$ cat src/rtl/icache_axi_rd_bridge.sv
// I-cache refill bridge: turns a level-held refill request into a single-beat
// AXI4 read and returns one 32-bit instruction word with a completion pulse.
module icache_axi_rd_bridge #(
    parameter logic [3:0]  AXI_ID        = 4'h0,
    parameter int unsigned ADDR_MASK_LSB = 2
) (
    input  logic        clk,
    input  logic        rst,
    input  logic        cache_read_ena,
    input  logic [63:0] cache_addr,
    output logic [31:0] cache_or_data,
    output logic        cache_in_ok,
    output logic        rd_err,
    output logic        ar_valid,
    input  logic        ar_ready,
    output logic [63:0] ar_addr,
    output logic [3:0]  ar_id,
    output logic [7:0]  ar_len,
    output logic [2:0]  ar_size,
    output logic [1:0]  ar_burst,
    input  logic        r_valid,
    output logic        r_ready,
    input  logic [63:0] r_data,
    input  logic [1:0]  r_resp,
    input  logic        r_last,
    input  logic [3:0]  r_id,
    output logic [31:0] refill_cnt,
    output logic [2:0]  dbg_state,
    output logic        dbg_r_last
);

    // Handshakes: a transfer happens on a rising edge where valid and ready are
    // both high; valid never drops and its payload never changes until then.

    typedef enum logic [2:0] {
        S_IDLE = 3'd0,
        S_ADDR = 3'd1,
        S_DATA = 3'd2,
        S_RESP = 3'd3,
        S_HOLD = 3'd4
    } state_t;

    localparam logic [63:0] ADDR_MASK = ~((64'd1 << ADDR_MASK_LSB) - 64'd1);

    state_t      state_q, state_d;
    logic [63:0] addr_q, addr_d;
    logic [31:0] data_q, data_d;
    logic [31:0] refill_cnt_q, refill_cnt_d;
    logic        abort_q, abort_d;
    logic        ar_valid_q, ar_valid_d;
    logic        r_ready_q, r_ready_d;
    logic        cache_in_ok_q, cache_in_ok_d;
    logic        rd_err_q, rd_err_d;
    logic        last_q, last_d;
    logic        beat_match;

    assign beat_match = r_valid && r_ready_q && (r_id == AXI_ID);

    // Next-state and next-output computation for the refill sequence.
    always_comb begin
        state_d       = state_q;
        addr_d        = addr_q;
        data_d        = data_q;
        refill_cnt_d  = refill_cnt_q;
        abort_d       = abort_q;
        ar_valid_d    = ar_valid_q;
        r_ready_d     = r_ready_q;
        cache_in_ok_d = 1'b0;
        rd_err_d      = 1'b0;
        last_d        = last_q;
        case (state_q)
            S_IDLE: begin
                if (cache_read_ena) begin
                    addr_d     = cache_addr;
                    abort_d    = 1'b0;
                    ar_valid_d = 1'b1;
                    state_d    = S_ADDR;
                end
            end
            S_ADDR: begin
                // A dropped request still finishes the bus transaction.
                if (!cache_read_ena) abort_d = 1'b1;
                if (ar_valid_q && ar_ready) begin
                    ar_valid_d = 1'b0;
                    r_ready_d  = 1'b1;
                    state_d    = S_DATA;
                end
            end
            S_DATA: begin
                if (!cache_read_ena) abort_d = 1'b1;
                // Beats with a foreign ID are accepted and dropped here.
                if (beat_match) begin
                    r_ready_d = 1'b0;
                    last_d    = r_last;
                    if (abort_q || !cache_read_ena) begin
                        state_d = S_IDLE;
                    end else begin
                        data_d        = addr_q[2] ? r_data[63:32] : r_data[31:0];
                        cache_in_ok_d = 1'b1;
                        rd_err_d      = (r_resp != 2'b00);
                        state_d       = S_RESP;
                    end
                end
            end
            S_RESP: begin
                refill_cnt_d = refill_cnt_q + 32'd1;
                state_d      = S_HOLD;
            end
            S_HOLD: begin
                // Wait for the cache to release the request so it is not re-issued.
                if (!cache_read_ena) state_d = S_IDLE;
            end
            default: begin
                state_d    = S_IDLE;
                ar_valid_d = 1'b0;
                r_ready_d  = 1'b0;
            end
        endcase
    end

    // State and registered outputs, cleared immediately by reset.
    always_ff @(posedge clk or posedge rst) begin
        if (rst) begin
            state_q       <= S_IDLE;
            addr_q        <= 64'h0;
            data_q        <= 32'h0;
            refill_cnt_q  <= 32'h0;
            abort_q       <= 1'b0;
            ar_valid_q    <= 1'b0;
            r_ready_q     <= 1'b0;
            cache_in_ok_q <= 1'b0;
            rd_err_q      <= 1'b0;
            last_q        <= 1'b0;
        end else begin
            state_q       <= state_d;
            addr_q        <= addr_d;
            data_q        <= data_d;
            refill_cnt_q  <= refill_cnt_d;
            abort_q       <= abort_d;
            ar_valid_q    <= ar_valid_d;
            r_ready_q     <= r_ready_d;
            cache_in_ok_q <= cache_in_ok_d;
            rd_err_q      <= rd_err_d;
            last_q        <= last_d;
        end
    end

    assign ar_valid      = ar_valid_q;
    assign ar_addr       = addr_q & ADDR_MASK;
    assign ar_id         = AXI_ID;
    assign ar_len        = 8'd0;
    assign ar_size       = 3'b010;
    assign ar_burst      = 2'b01;
    assign r_ready       = r_ready_q;
    assign cache_or_data = data_q;
    assign cache_in_ok   = cache_in_ok_q;
    assign rd_err        = rd_err_q;
    assign refill_cnt    = refill_cnt_q;
    assign dbg_state     = state_q;
    assign dbg_r_last    = last_q;

endmodule

$ cat config.mk
export PLATFORM = sky130hd
export DESIGN_NAME = icache_axi_rd_bridge
export DESIGN_NICKNAME = d
export VERILOG_FILES = /design/src/rtl/icache_axi_rd_bridge.sv
export SDC_FILE = /design/constraint.sdc
export NUM_CORES = 1
export LEC_CHECK = 0
export BUFFER_PORTS_ARGS = -buffer_cell sky130_fd_sc_hd__buf_4
export CAP_MARGIN = 10
export CORE_ASPECT_RATIO = 1.25
export CORE_MARGIN = 2
export CORE_UTILIZATION = 46
export CTS_CLUSTER_DIAMETER = 60
export DETAILED_ROUTE_END_ITERATION = 6
export PLACE_DENSITY = 0.84
export SKIP_CTS_REPAIR_TIMING = 1
export SYNTH_ARGS = -nofsm -noshare
export SYNTH_HDL_FRONTEND = slang
export SYNTH_SLANG_ARGS = --single-unit
$ cat constraint.sdc
create_clock -name clk -period 5.6 [get_ports clk]
set_clock_uncertainty 0.05 [all_clocks]
set_input_delay 0.56 -clock clk [delete_from_list [all_inputs] [get_ports clk]]
set_output_delay 0.56 -clock clk [all_outputs]
set_load 0.01 [all_outputs]
==> flow_summary.json <==
{
  "ys_ff_latch": 135,
  "core_area_um2": 12220,
  "cp.required_ns": 5.84,
  "max_stage_delay_ns": 0.69,
  "r2r_start": "dbg_state[2]",
  "stdcell_area_um2": 8482,
  "setup-tns-final_ns": 0,
  "worstSetupStartpoint": "dbg_state[2]",
  "cts_tree": "done",
  "avgRoutedWirePerCell_um": 16.71,
  "synth_top_family_by_area": "multiplexers",
  "holdWs_ns": 0.2922,
  "cts_buffer_depth": 2,
  "worstSkewPairLatency_ns": 0.40,
  "ioPinCount": 293,
  "crit_slowest_cell": "nor3_2",
  "rsz0062_at_grt": "no",
  "fill_cells": 857,
  "drt_wl_total_um": 15260,
  "rr_endpoint": "addr_q[17]",
  "netlist_instances": 466,
  "drive_above_1_share": 0.5100,
  "path_clk_slew_ns": 0.06,
  "arrival_ns": 3.02,
  "portBuffers": 271,
  "grt_pass1_wl_um": 23890,
  "hpwl_um": 11260,
  "viasPerCell": 5.015,
  "total_power_mw": 3.929,
  "setup_ws_ns": 2.821,
  "drtIter0Drc": 174,
  "synth_edf_count": 0,
  "synth_adder_area_share": 0.002152,
  "nets": 877,
  "placed_area_um2": 7878,
  "critPathMaxFanout": 52,
  "cap_violations": 0,
  "cp_cell_sequence": "nand2b_1 -> nor3_2 -> buf_4 -> mux2_2",
  "p_leak_nw": 4.205,
  "r2r_cells": 4,
  "avgSynthCellArea_um2": 12.47,
  "clkSinkCount": 135,
  "fp.dieW_um": 104.5,
  "startpoint_type": "register",
  "worst_slew_pin_slew_ns": 1.081,
  "synth.mux.area_fraction": 0.1771,
  "ys_seq_area_frac": 0.5811,
  "rrSetupSlack_ns": 2.82,
  "path_class": "register to register",
  "die-area_um2": 13560,
  "power-per-cell-area_nw_per_um2": 463.3,
  "setup_violations": 0,
  "die_y_um": 129.7,
  "critical_path.endpoint": "addr_q[17]",
  "outcome": "complete, no violations",
  "cts_root_buffer": "clkbuf_16",
  "htree_num_levels": 4,
  "async_flop_share": 1.000,
  "end_kind": "register",
  "grt_pass1_vias": 4741,
  "finalCriticalPeriod_ns": 2.779,
  "synth_compound_area_frac": 0.04520,
  "route.detailed.drc": 0,
  "start_util": 0.4758,
  "yosysWarningCount": 0,
  "ys.flop_type": "dfrtp_1",
  "holdCritPathClass": "input port to asynchronous set/reset pin",
  "ir_drop_v": 0.0002706,
  "grt_overflow": 0,
  "dr_total_vias": 4579,
  "finalCritPeriodShare": 0.4962,
  "hold_violations": 0,
  "syn_to_final_growth_pct": 45.91,
  "dpl.cell_count": 881,
  "num_rows": 45,
  "drv_slew": 0,
  "yosys.area_share.simple": 0.09600,
  "grt_antenna_before_repair": 0,
  "synth_xor_area_frac": 0.04671,
  "gp_congestion": 0.8389,
  "grt_use_total": 0.2261,
  "ant_nets": 0,
  "postLayoutCoreUtil": 0.6942,
  "grt_start_max_net_pins": 73,
  "diodes": 0,
  "fin_cells": 913,
  "numCtsBuffers": 17,
  "synth_cell_types": 37,
  "max_freq_mhz": 359.9,
  "syn-cell-area_um2": 5813,
  "relSlewSlack": 0.2726,
  "drt_first_pass_iters": 4,
  "place_ws_ns": 2.791
}
==> how the worst min path moves through the flow <==
stage	to	depth (start not counted)	startpoint	slack [ns]
2_1_floorplan	refill_cnt[31]	1	refill_cnt[31]	0.46
3_3_place_gp	cache_or_data[4]	2	cache_or_data[4]	0.41
3_5_place_dp	cache_or_data[20]	2	cache_or_data[20]	0.42
4_1_cts	rd_err	3	r_resp[0]	0.30
5_1_grt	addr_q[18]	2	cache_addr[18]	0.31
6_report	addr_q[45]	2	rst	0.29
==> cell type report <==
type | instances | area [um2] | share of cell area
Clock buffer | 18 | 429.2 | 0.05060
Sequential cell | 135 | 3379 | 0.3984
Multi-Input combinational cell | 302 | 2211 | 0.2607
Inverter | 6 | 25.02 | 0.002950
Timing Repair Buffer | 274 | 2057 | 0.2425
Clock inverter | 14 | 175.2 | 0.02065
Tap cell | 164 | 205.2 | 0.02419
==> cell usage in the layout (no fill, tap or decap), types with 4 or more instances in the layout <==
cell and count:
buf_4 274, dfrtp_1 134, mux2_2 63, nand2_1 50, mux2i_1 32, xnor2_1 27, o21ai_0 24, conb_1 19
nand4_1 17, clkbuf_16 17, nor2_1 12, nand3_1 9, o21ai_2 6, clkinvlp_4 6, inv_1 5, xor2_1 4
nor4_1 4, o21ai_1 4, a21oi_1 4
==> registers in the layout, summed over array words and instances (netlist names), 3 cells and up <==
name and flops:
addr_q 62, refill_cnt 32, cache_or_data 32, dbg_state 3
==> report_power, final <==
| group | total [mW] | internal (mW) | switching [mW] |
|---|---|---|---|
| clock network | 1.13 | 0.703 | 0.429 |
| logic | 1.28 | 0.759 | 0.523 |
| registers | 1.51 | 1.26 | 0.255 |
==> cell usage after synthesis (all sizes together), types with 6 or more instances <==
library cell	count	share of area
mux2	63	0.12
dfrtp	135	0.58
mux2i	32	0.055
nand3	9	0.0077
xnor2	27	0.041
nor2	12	0.0077
nand2	50	0.032
nand4	17	0.018
clkbuf	7	0.0045
buf	33	0.042
inv	6	0.0039
o21ai	34	0.033
==> metal layers <==
metal	GRT usage	part of all wire	vias to the layer above
li1	-	-	2129
met1	0.2418	0.37	2219
met2	0.4114	0.54	205
met3	0.07746	0.068	26
met4	0.09062	0.024	0
met5	0	0	-
==> critical path: cells and delay by family, from the launching register on <==
| family | cells | cell delay (ns) |
|---|---|---|
| buffers and inverters | 1 | 0.67 |
| AND/OR/NAND/NOR | 2 | 0.96 |
| flip-flops | 1 | 0.53 |
| multiplexers | 1 | 0.42 |
==> cell families after synthesis <==
| family | count (synthesis) |
|---|---|
| AOI/OAI and AO/OA | 44 |
| buffers and inverters | 46 |
| muxes | 95 |
| xor gates and xnor gates | 31 |
| adders and majority gates | 1 |
| DFF | 135 |
| and+or+nand+nor | 112 |
| other | 2 |
(Power assumes the default switching activity.)
